$ cat src/rtl/mem_port_arbiter.sv
// Arbiter for the unified memory port shared by the IF and MEM pipeline stages.
// Sequences one fixed-latency access at a time; MEM has priority, bounded by a starvation counter.
module mem_port_arbiter #(
    parameter int unsigned WORD_SIZE    = 16,
    parameter int unsigned MEM_LATENCY  = 2,
    parameter int unsigned STARVE_LIMIT = 3
) (
    input  logic                 clk,
    input  logic                 reset_n,
    input  logic                 if_req,
    input  logic [WORD_SIZE-1:0] if_addr,
    output logic [WORD_SIZE-1:0] if_data,
    output logic                 if_ready,
    input  logic                 mem_req,
    input  logic                 mem_we,
    input  logic [WORD_SIZE-1:0] mem_addr,
    input  logic [WORD_SIZE-1:0] mem_wdata,
    output logic [WORD_SIZE-1:0] mem_rdata,
    output logic                 mem_ready,
    output logic                 stall_if,
    output logic                 stall_mem,
    output logic                 ram_read,
    output logic                 ram_write,
    output logic [WORD_SIZE-1:0] ram_addr,
    output logic [WORD_SIZE-1:0] ram_wdata,
    input  logic [WORD_SIZE-1:0] ram_rdata,
    output logic                 busy
);

    localparam int unsigned CNT_W = 4;
    localparam int unsigned STV_W = 3;

    typedef enum logic [1:0] {
        IDLE   = 2'd0,
        ACCESS = 2'd1,
        RESP   = 2'd2
    } state_t;

    state_t               state_q, state_d;
    logic [CNT_W-1:0]     cnt_q, cnt_d;
    logic [STV_W-1:0]     starve_q, starve_d;
    logic                 owner_mem_q, owner_mem_d;
    logic                 ram_read_d, ram_write_d;
    logic [WORD_SIZE-1:0] ram_addr_d, ram_wdata_d;
    logic [WORD_SIZE-1:0] if_data_d, mem_rdata_d;
    logic                 if_ready_d, mem_ready_d, busy_d;
    logic                 grant_if;

    // Stall the stage until its completion pulse arrives
    assign stall_if  = if_req  & ~if_ready;
    assign stall_mem = mem_req & ~mem_ready;

    // IF wins when MEM is absent or IF has waited through STARVE_LIMIT MEM grants
    assign grant_if = if_req & (~mem_req | (starve_q == STV_W'(STARVE_LIMIT)));

    always_comb begin
        state_d     = state_q;
        cnt_d       = cnt_q;
        starve_d    = starve_q;
        owner_mem_d = owner_mem_q;
        ram_read_d  = ram_read;
        ram_write_d = ram_write;
        ram_addr_d  = ram_addr;
        ram_wdata_d = ram_wdata;
        if_data_d   = if_data;
        mem_rdata_d = mem_rdata;
        if_ready_d  = 1'b0;
        mem_ready_d = 1'b0;

        unique case (state_q)
            IDLE: begin
                if (!if_req) begin
                    starve_d = '0;
                end
                if (grant_if) begin
                    owner_mem_d = 1'b0;
                    ram_read_d  = 1'b1;
                    ram_write_d = 1'b0;
                    ram_addr_d  = if_addr;
                    starve_d    = '0;
                    cnt_d       = CNT_W'(MEM_LATENCY - 1);
                    state_d     = ACCESS;
                end else if (mem_req) begin
                    owner_mem_d = 1'b1;
                    ram_read_d  = ~mem_we;
                    ram_write_d = mem_we;
                    ram_addr_d  = mem_addr;
                    ram_wdata_d = mem_wdata;
                    if (if_req && (starve_q != {STV_W{1'b1}})) begin
                        starve_d = starve_q + STV_W'(1);
                    end
                    cnt_d       = CNT_W'(MEM_LATENCY - 1);
                    state_d     = ACCESS;
                end
            end
            ACCESS: begin
                if (cnt_q == '0) begin
                    if (ram_read) begin
                        if (owner_mem_q) mem_rdata_d = ram_rdata;
                        else             if_data_d   = ram_rdata;
                    end
                    ram_read_d  = 1'b0;
                    ram_write_d = 1'b0;
                    mem_ready_d = owner_mem_q;
                    if_ready_d  = ~owner_mem_q;
                    state_d     = RESP;
                end else begin
                    cnt_d = cnt_q - CNT_W'(1);
                end
            end
            RESP: begin
                // Requests are ignored here so a still-held request is not regranted
                state_d = IDLE;
            end
            default: begin
                state_d = IDLE;
            end
        endcase

        busy_d = (state_d != IDLE);
    end

    always_ff @(posedge clk) begin
        if (!reset_n) begin
            state_q     <= IDLE;
            cnt_q       <= '0;
            starve_q    <= '0;
            owner_mem_q <= 1'b0;
            ram_read    <= 1'b0;
            ram_write   <= 1'b0;
            ram_addr    <= '0;
            ram_wdata   <= '0;
            if_data     <= '0;
            mem_rdata   <= '0;
            if_ready    <= 1'b0;
            mem_ready   <= 1'b0;
            busy        <= 1'b0;
        end else begin
            state_q     <= state_d;
            cnt_q       <= cnt_d;
            starve_q    <= starve_d;
            owner_mem_q <= owner_mem_d;
            ram_read    <= ram_read_d;
            ram_write   <= ram_write_d;
            ram_addr    <= ram_addr_d;
            ram_wdata   <= ram_wdata_d;
            if_data     <= if_data_d;
            mem_rdata   <= mem_rdata_d;
            if_ready    <= if_ready_d;
            mem_ready   <= mem_ready_d;
            busy        <= busy_d;
        end
    end

endmodule

$ cat config.mk
export PLATFORM = sky130hd
export DESIGN_NAME = mem_port_arbiter
export DESIGN_NICKNAME = d
export VERILOG_FILES = /design/src/rtl/mem_port_arbiter.sv
export SDC_FILE = /design/constraint.sdc
export NUM_CORES = 1
export LEC_CHECK = 0
export BUFFER_PORTS_ARGS = -buffer_cell sky130_fd_sc_hd__buf_4
export CAP_MARGIN = 20
export CORE_UTILIZATION = 42
export DETAILED_ROUTE_END_ITERATION = 6
export PLACE_DENSITY = 0.75
export SLEW_MARGIN = 20
export SYNTH_ARGS = -nofsm -noshare
export SYNTH_HDL_FRONTEND = slang
export SYNTH_SLANG_ARGS = --single-unit
$ cat constraint.sdc
create_clock -name clk -period 1.76 [get_ports clk]
set_input_delay 0 -clock clk [delete_from_list [all_inputs] [get_ports clk]]
set_output_delay 0 -clock clk [all_outputs]
set_load 0.05 [all_outputs]
# [Yosys cells after proc, flatten, opt, wreduce, memory -nomap -nowiden]
# Index checks and enable logic that the tools add are counted.
[totals] reg_bits=79 latchBits=0 mem_bits_rw=0 romBits=0 mem_count=0
[classes] addsub=2 n_mul=0 div=0 order_cmp=0 n_eq_ne=6 shifts=0 n_mux=23 n_bitwise=10 reduce_logical=13
[op_table] op="16-bit 2-to-1 mux" n=2
[op_table] op="3-bit 2-to-1 mux" n=4
[op_table] op="4-bit 2-to-1 mux" n=3
[op_table] op="3-bit AND reduction" n=4
[op_table] op="4-bit one-hot mux with 2 select lines" n=1
[op_table] op="4-bit AND reduction" n=2
[op_table] op="1-bit 2-to-1 mux" n=7
[op_table] op="2-bit 2-to-1 mux" n=3
[op_table] op="3-bit inequality test, second input constant" n=2
[op_table] op="1-bit inverter" n=6
[op_table] op="2-bit nonzero test" n=3
[op_table] op="4-bit logical NOT" n=1
[op_table] op="2-bit inequality test, second input constant" n=2
[op_table] op="1-bit one-hot mux with 2 select lines" n=2
[op_table] op="2-bit one-hot mux with 2 select lines" n=1
[op_table] op="4-bit by 1-bit subtractor with 4-bit output, second input constant" n=1
[op_table] op="3-bit by 1-bit adder with 3-bit output, second input constant" n=1
[op_table] op="1-bit AND" n=3
[op_table] op="3-bit by 2-bit == test with 1-bit output, second input constant" n=1
[op_table] op="2-bit by 1-bit == test with 1-bit output, second input constant" n=1
[op_table] op="2-bit logical NOT" n=1
[op_table] op="2-bit AND reduction" n=1
[op_table] op="1-bit logical AND" n=1
[op_table] op="1-bit OR" n=1

# [Logic depth before layout (Yosys ltp)]
# Gate-level depths: netlist of run 1.
[depth] ltp_word=6 mapped_depth=8

# [Worst setup path after synthesis of run 1]
# No wires, ideal clock.
[synth_path] path_kind="flip-flop to flip-flop" startpoint="reg starve_q[0]" endpoint="reg ram_addr[10]" setup_time_ns=0.133 arrival_time_ns=1.522 required_time_ns=1.627 slack_ns=0.105 path_stages_with_launch=9 path_buffers=2 synth_period_minus_slack_ns=1.655 path_cell_list="dfxtp_1 ha_1 ha_1 and2b_1 nand2b_4 buf_8 buf_12 mux2i_1 a21oi_1"
[synth_between] elab_chain_len=5
[synth_rtl] element="start, declared" line_no="41" rtl="logic [STV_W-1:0] starve_q, starve_d;"
[synth_rtl] element="start signal, assigned" line_no="141" rtl="starve_q <= starve_d;"
[synth_rtl] element="3-bit by 2-bit == test with 1-bit output (*)" line_no="54" rtl="assign grant_if = if_req & (~mem_req | (starve_q == STV_W'(STARVE_LIMIT)));"
[synth_rtl] element="1-bit OR (*)" line_no="54"
[synth_rtl] element="1-bit AND (*)" line_no="54"
[synth_rtl] element="2-bit nonzero test (no source line)"
[synth_rtl] element="2-bit AND reduction (no source line)"
[synth_rtl] element="end signal, assigned" line_no="145" rtl="ram_addr <= ram_addr_d;"
[synth_rtl] element="end, declared" line_no="24" rtl="output logic [WORD_SIZE-1:0] ram_addr,"
# Every way passes the cells marked *; elsewhere a longest branch is shown, timed or not.
# A chain may end at the register's enable or synchronous reset.

# [Worst setup path in the final report of run 1]
[layout_path] startpoint="reg starve_q[0]" endpoint="reg ram_addr[0]"
# Same word-level chain as after synthesis.

==> results of run 1 <==
-- area by class of cell --
type | instances | area (um^2) | area share (%)
well taps | 99 | 124 | 2.41
inverters | 6 | 22.5 | 0.438
clock inverters | 6 | 68.8 | 1.34
repair buffers | 215 | 1830 | 35.7
flip-flops and latches | 79 | 1580 | 30.8
clock buffers | 10 | 138 | 2.68
multi-input cells | 254 | 1370 | 26.7
-- stage by stage --
step | area [um^2] | hold WS, ps | setup TNS (ps) | utilization [%] | total power, W
after floorplan | 3120 | 130 | 0 | - | 0.00269
after global placement | 4200 | 224 | 0 | 58.2 | 0.00304
after detailed placement | 4200 | 231 | -33.2 | 58.2 | 0.00306
after CTS | 5110 | 78.8 | 0 | 70.8 | 0.00455
after global routing | 5140 | 115 | -45.3 | 71.2 | 0.00476
final | 5140 | 99.5 | 0 | 71.2 | 0.00454
-- Yosys cell counts, drive strengths merged --
master  number  area (um^2)
nand2       73          274
dfxtp       79         1580
xor2         2         17.5
nor2         8         32.5
a311oi       1         8.76
clkbuf      14         55.1
nand3b       2         15.0
nor3         2         10.0
o32ai        1         8.76
nand2b       2         20.0
o21ai       49          245
or3b         1         8.76
ha           5         62.6
o22ai        2         12.5
and2b        1         7.51
nand3       37          185
nor4b        1         15.0
and3         4         25.0
nor2b        3         18.8
nor3b        1         7.51
a21oi       37          185
nand4b       1         8.76
o21a         3         22.5
inv          6         22.5
mux2i       16          160
buf         14          101
and2         2         12.5
-- power groups by stage --
stage / combinational, W / clock [W] / sequential [W]
after floorplan: 0.000339 / 0 / 0.00236
after global placement: 0.00103 / 0 / 0.00201
after detailed placement: 0.00105 / 0 / 0.00201
after CTS: 0.00118 / 0.00140 / 0.00197
after global routing: 0.00127 / 0.00150 / 0.00199
final: 0.00120 / 0.00136 / 0.00198
-- cells by family (layout without fill, tap and decap cells) --
logic type,count (synthesis),in the layout,synth area share (%)
and+or+nand+nor,138,138,20.5
xor gates and xnor gates,2,2,0.561
muxes,16,16,5.13
DFF,79,79,50.6
buffers and inverters,34,237,5.73
AOI/OAI and AO/OA,93,93,15.5
adders and majority gates,5,5,2.00
-- cell usage in the layout (no fill, tap or decap), types with 2 or more instances in the layout --
| cell type | netlist | layout |
|---|---|---|
| buf_4 | 3 | 145 |
| dfxtp_1 | 79 | 79 |
| nand2_1 | 73 | 73 |
| dlygate4sd3_1 | 0 | 66 |
| o21ai_0 | 42 | 42 |
| a21oi_1 | 37 | 37 |
| nand3_1 | 37 | 37 |
| mux2i_1 | 16 | 15 |
| clkbuf_8 | 0 | 10 |
| o21ai_1 | 7 | 7 |
| nor2_1 | 7 | 7 |
| inv_1 | 6 | 6 |
| and3_1 | 4 | 4 |
| ha_1 | 5 | 4 |
| nor2b_1 | 3 | 3 |
| o21a_1 | 3 | 3 |
| buf_12 | 1 | 3 |
| xor2_1 | 2 | 2 |
| and2_1 | 2 | 2 |
| nor3_1 | 2 | 2 |
| o22ai_1 | 2 | 2 |
| nand3b_1 | 2 | 2 |
| clkinv_4 | 0 | 2 |
-- timing repair --
action / in CTS / in global routing
resized for setup: 0 / 2
buffers inserted: 2 / 0
hold endpoints to repair: 67 / 0
gates cloned: 0 / 1
pin swaps: 0 / 0
setup endpoints to repair: 2 / 10
hold buffers: 66 / 0
-- registers in the layout (all words and copies together) (netlist names) --
name and count:
state_q 2, ram_addr 16, mem_ready 1, mem_rdata 16, if_data 16, owner_mem_q 1, ram_write 1, ram_wdata 16
if_ready 1, starve_q 3, busy 1, ram_read 1, cnt_q 4
-- layer usage --
layer	share of wire [%]	track usage [%]
met1	42	27.1
met2	50	39.3
met3	6.8	6.53
met4	1.3	8.36
met5	0	0
-- worst min-delay path: stages --
cell	delay [ps]
buf_4	150
nand4b_1	150
o32ai_1	90
-- path summary, 6_finish.rpt --
path              slack (ps)            to          from
hold reg to reg          460  mem_rdata[4]  mem_rdata[4]
setup / recovery          30   ram_addr[0]   starve_q[0]
hold / removal           100   starve_q[2]        if_req
setup reg to reg          30   ram_addr[0]   starve_q[0]
==> results.py, run 1 <==
metrics = {
    "clocking": {
        "cts_tree": "built",
        "cts_sinks": 79,
        "cts.path.max_buffers": 2,
        "clk_pin_slew_ps": 90,
        "numCtsBuffers": 9,
        "clk_latency_ps": 340,
        "h-tree-depth": 3,
        "root_buffer": "clkbuf_8",
    },
    "synth": {
        "syn_nets": 441,
        "yosysUniqueCellTypes": 35,
        "syn_inst": 367,
        "yosys_warnings": 0,
        "synth.avg_cell_area_um2": 8.51,
        "ys_ff_latch": 79,
        "netlist_area_um2": 3120,
        "ys_seq_area_share_pct": 50.6,
    },
    "setup_path": {
        "end_kind": "flip-flop",
        "slowest_stage": "dfxtp_1",
        "crit_buf_inv": 1,
        "cp_max_fo": 9,
        "critPathRequiredTime_ps": 1990,
        "path_depth": 7,
        "cp_cell_sequence": "ha_2 -> ha_1 -> and2b_1 -> nand2b_4 -> buf_12 -> mux2i_1 -> a21oi_1",
        "crit_type": "reg -> reg",
        "r2r_cells": 7,
        "slowest_delay_ps": 330,
        "critPathArrivalTime_ps": 1960,
        "cp-start-kind": "flip-flop",
        "crit_family": "simple AND/OR/NAND/NOR gates",
    },
    "flow_run": {
        "cap_violations": 0,
    },
    "die": {
        "core_area_um2": 7210,
        "die-area_um2": 7790,
        "num_rows": 31,
        "ioPinCount": 140,
        "die_w_um": 88.2,
        "initial_core_util_pct": 43.3,
        "die_y_um": 88.2,
    },
    "power_and_ir_drop": {
        "powerDensity_nw_per_um2": 883,
        "power.share.sequential_pct": 43.6,
        "net-switching-power_w": 0.00145,
        "peakVddDrop_mv": 0.518,
        "leakage_nw": 2.30,
        "p_int_w": 0.00309,
        "power_frac_clock_pct": 30.1,
        "netSwitchingFraction_pct": 32.0,
        "combPwrFrac_pct": 26.4,
    },
    "placement": {
        "gp_congestion": 0.740,
        "dp.cells": 584,
        "hpwl_mm": 5.37,
        "port_buffers": 139,
        "pre_cts_ws_ps": -17.8,
    },
    "sta": {
        "fin_crit_ps": 1730,
        "grt_setup_unrepaired": "true",
        "fin_crit_sh_pct": 98.3,
        "finalWorstSetupSlack_ps": 30.0,
        "slew_headroom_pct": 55.9,
        "drv_slew": 0,
        "final-hold-violation-count": 0,
        "worst_slew_pin_slew_ps": 660,
        "fmax_ghz": 0.578,
        "setup_viol": 0,
        "clock_skew_ps": 12.0,
    },
    "detailed_routing": {
        "drt_pass1_iterations": 4,
        "vias": 3234,
        "final_antenna_net_count": 0,
        "drt-total-wl_mm": 9.06,
        "drc": 0,
        "initialDrtViolationCount": 135,
        "via_per_inst": 4.83,
        "wl_per_cell_um": 13.5,
    },
    "hold_path": {
        "holdPathStages": 3,
        "min_path_type": "in -> reg",
    },
    "grt": {
        "antenna_found_initial": 0,
        "grt_max_degree": 91,
        "grt_usage_pct": 22.8,
        "grt_pass1_wl_mm": 13.7,
        "grt_pass1_vias": 2956,
        "grt_overflow": 0,
    },
    "finish": {
        "layout.nets": 639,
        "instances_no_fill": 669,
        "n_antenna_cell": 0,
        "nFillCells": 542,
        "area_delta_synth_final_pct": 64.5,
        "final_layout_size_suffix_gt1_share_pct": 29.8,
    },
    "status": {
        "outcome": "complete, no violations",
    },
}
Power figures use the tool's default switching activity.
==> run 2: changes to the inputs <==
--- a/config.mk
+++ b/config.mk
@@ -7,9 +7,11 @@
 export LEC_CHECK = 0
 export BUFFER_PORTS_ARGS = -buffer_cell sky130_fd_sc_hd__buf_4
 export CAP_MARGIN = 20
-export CORE_UTILIZATION = 42
+export CELL_PAD_IN_SITES_DETAIL_PLACEMENT = 2
+export CELL_PAD_IN_SITES_GLOBAL_PLACEMENT = 2
+export CORE_UTILIZATION = 23
 export DETAILED_ROUTE_END_ITERATION = 6
-export PLACE_DENSITY = 0.75
+export PLACE_DENSITY_LB_ADDON = 0.1
 export SLEW_MARGIN = 20
 export SYNTH_ARGS = -nofsm -noshare
 export SYNTH_HDL_FRONTEND = slang
==> run 2 against run 1 <==
  * Sequential cell count did not move
  * Die area rose by 80%
  * Total power rose by 14%
  * Combinational power barely moved
  * First-iteration DRC count fell by 47%
  * Utilization fell by 31 points
  * Wire length rose by 25%
  * Sequential share of layout area fell by 1.2 points
  * Register-to-register slack improved by 20 ps
  * Non-clock buffer count rose by 1
  * Critical path type unchanged
  * Critical endpoint is now ram_addr[14]
==> results.py, run 2 (synthesis results as in run 1) <==
metrics = {
    "die": {
        "die_y_um": 119,
        "die-area_um2": 14100,
        "die_w_um": 119,
        "core_area_um2": 13200,
        "initial_core_util_pct": 23.6,
        "num_rows": 42,
        "ioPinCount": 140,
    },
    "setup_path": {
        "cp_max_fo": 6,
        "critPathRequiredTime_ps": 1970,
        "critPathArrivalTime_ps": 1920,
        "end_kind": "flip-flop",
        "startpoint": "starve_q[0]",
        "cp-start-kind": "flip-flop",
        "r2r_cells": 7,
        "worstReg2RegEnd": "ram_addr[14]",
        "r2r_start": "starve_q[0]",
        "path_depth": 7,
        "cp_cell_sequence": "ha_2 -> ha_1 -> and2b_1 -> nand2b_4 -> buf_12 -> mux2i_4 -> a21oi_1",
        "crit_family": "simple AND/OR/NAND/NOR gates",
        "slowest_stage": "dfxtp_2",
        "slowest_delay_ps": 320,
        "timing.reg2reg.setup_slack_ps": 50,
        "crit_type": "reg -> reg",
        "crit_buf_inv": 1,
        "cp-endpoint": "ram_addr[14]",
    },
    "detailed_routing": {
        "wl_per_cell_um": 15.2,
        "initialDrtViolationCount": 71,
        "via_per_inst": 4.45,
        "drc": 0,
        "vias": 3327,
        "final_antenna_net_count": 0,
        "drt_pass1_iterations": 3,
        "drt-total-wl_mm": 11.4,
    },
    "placement": {
        "port_buffers": 139,
        "hpwl_mm": 7.28,
        "pre_cts_ws_ps": 64.1,
        "gp_congestion": 0.667,
    },
    "sta": {
        "clock_skew_ps": 7.06,
        "setup_viol": 0,
        "drv_slew": 0,
        "fin_crit_ps": 1710,
        "slew_headroom_pct": 62.6,
        "finalWorstSetupSlack_ps": 49.0,
        "worst_slew_pin_slew_ps": 557,
        "timing.hold.ws_ps": 11.7,
        "fin_crit_sh_pct": 97.2,
        "final-hold-violation-count": 0,
        "fmax_ghz": 0.584,
    },
    "clocking": {
        "h-tree-depth": 3,
        "clk_pin_slew_ps": 60,
        "numCtsBuffers": 9,
        "root_buffer": "clkbuf_16",
        "cts.path.max_buffers": 2,
        "cts_sinks": 79,
        "cts_tree": "built",
        "clk_latency_ps": 340,
    },
    "finish": {
        "multi_input_area_um2": 1380,
        "mostFrequentLayoutCells": "buf_4, dfxtp_1, nand2_1",
        "n_antenna_cell": 0,
        "final_layout_size_suffix_gt1_share_pct": 29.9,
        "final_common_cell": "buf_4",
        "area_delta_synth_final_pct": 71.2,
        "regArea_um2": 1580,
        "layout.nets": 640,
        "nFillCells": 1449,
    },
    "grt": {
        "grt_max_degree": 65,
        "grt_pass1_wl_mm": 18.3,
        "antenna_found_initial": 0,
        "grt_usage_pct": 16.7,
        "grt_overflow": 0,
        "grt_pass1_vias": 3640,
    },
    "power_and_ir_drop": {
        "powerDensity_nw_per_um2": 966,
        "peakVddDrop_mv": 0.526,
        "leakage_nw": 2.35,
    },
    "status": {
        "outcome": "complete, no violations",
    },
    "hold_path": {
        "min_path_type": "in -> reg",
    },
    "flow_run": {
        "cap_violations": 0,
    },
}
## run 2: changes by cell type in the layout (fill, tap and decap cells not counted), sizes merged
cell / previous run / this run
dlygate4sd3: 66 / 65
inv: 7 / 6
buf: 148 / 151
clkbuf: 11 / 14
clkinv: 3 / 0
## run 2: area by class of cell
type                            instances  share of cell area (%)
Clock inverter                          2                   0.702
Sequential cell                        79                    29.6
Tap cell                              176                    4.12
Inverter                                6                   0.421
Multi-Input combinational cell        254                    25.8
Timing Repair Buffer                  216                    34.3
Clock buffer                           14                    5.12
## run 2: per-layer routing
| layer | vias up | wire, um | share of wire (%) | global-route usage (%) |
|---|---|---|---|---|
| met5 | - | 0 | 0 | 0 |
| met4 | 0 | 225 | 2.0 | 7.75 |
| met3 | 14 | 656 | 5.8 | 4.34 |
| met2 | 103 | 5440 | 48 | 27.6 |
| met1 | 1561 | 5040 | 44 | 20.1 |
| li1 | 1649 | - | - | - |
## run 2: metrics by stage
stage	std cells	utilization (%)	TNS (ps)	power (W)	area (um^2)
finish	747	40.4	0	0.00517	5350
detailed placement	665	33.0	0	0.00312	4360
global placement	665	33.0	0	0.00310	4360
global route	747	40.4	-57.3	0.00541	5350
floorplan	367	-	0	0.00269	3120
CTS	746	40.2	0	0.00524	5330
## run 2: how the worst min path moves through the flow
| stage | startpoint | to | cells past startpoint |
|---|---|---|---|
| final | mem_req | starve_q[0] | 3 |
| after global routing | mem_req | starve_q[0] | 3 |
| after CTS | mem_req | starve_q[0] | 3 |
| after detailed placement | ram_rdata[9] | mem_rdata[9] | 3 |
| after global placement | ram_rdata[0] | if_data[0] | 3 |
| after floorplan | ram_rdata[0] | if_data[0] | 2 |
## run 2: worst reg2reg max path, stage by stage, from the launching register on
cell,delay (ps)
dfxtp_2,320
ha_2,190
ha_1,190
and2b_1,240
nand2b_4,190
buf_12,140
mux2i_4,220
a21oi_1,90
## run 2: repair_timing
action	4_1_cts	5_1_grt
resized for setup	0	4
endpoints found under the setup margin	0	8
setup buffers	0	1
hold buffers	65	0
hold endpoints to repair	66	0
## run 2: power breakdown
| part | internal [W] | switching, W | total [W] | leakage, nW |
|---|---|---|---|---|
| logic | 0.000482 | 0.000745 | 0.00123 | 1.56 |
| registers | 0.00191 | 0.0000734 | 0.00198 | 0.646 |
| clock network | 0.00122 | 0.000744 | 0.00196 | 0.149 |
| total | 0.00361 | 0.00156 | 0.00517 | 2.35 |
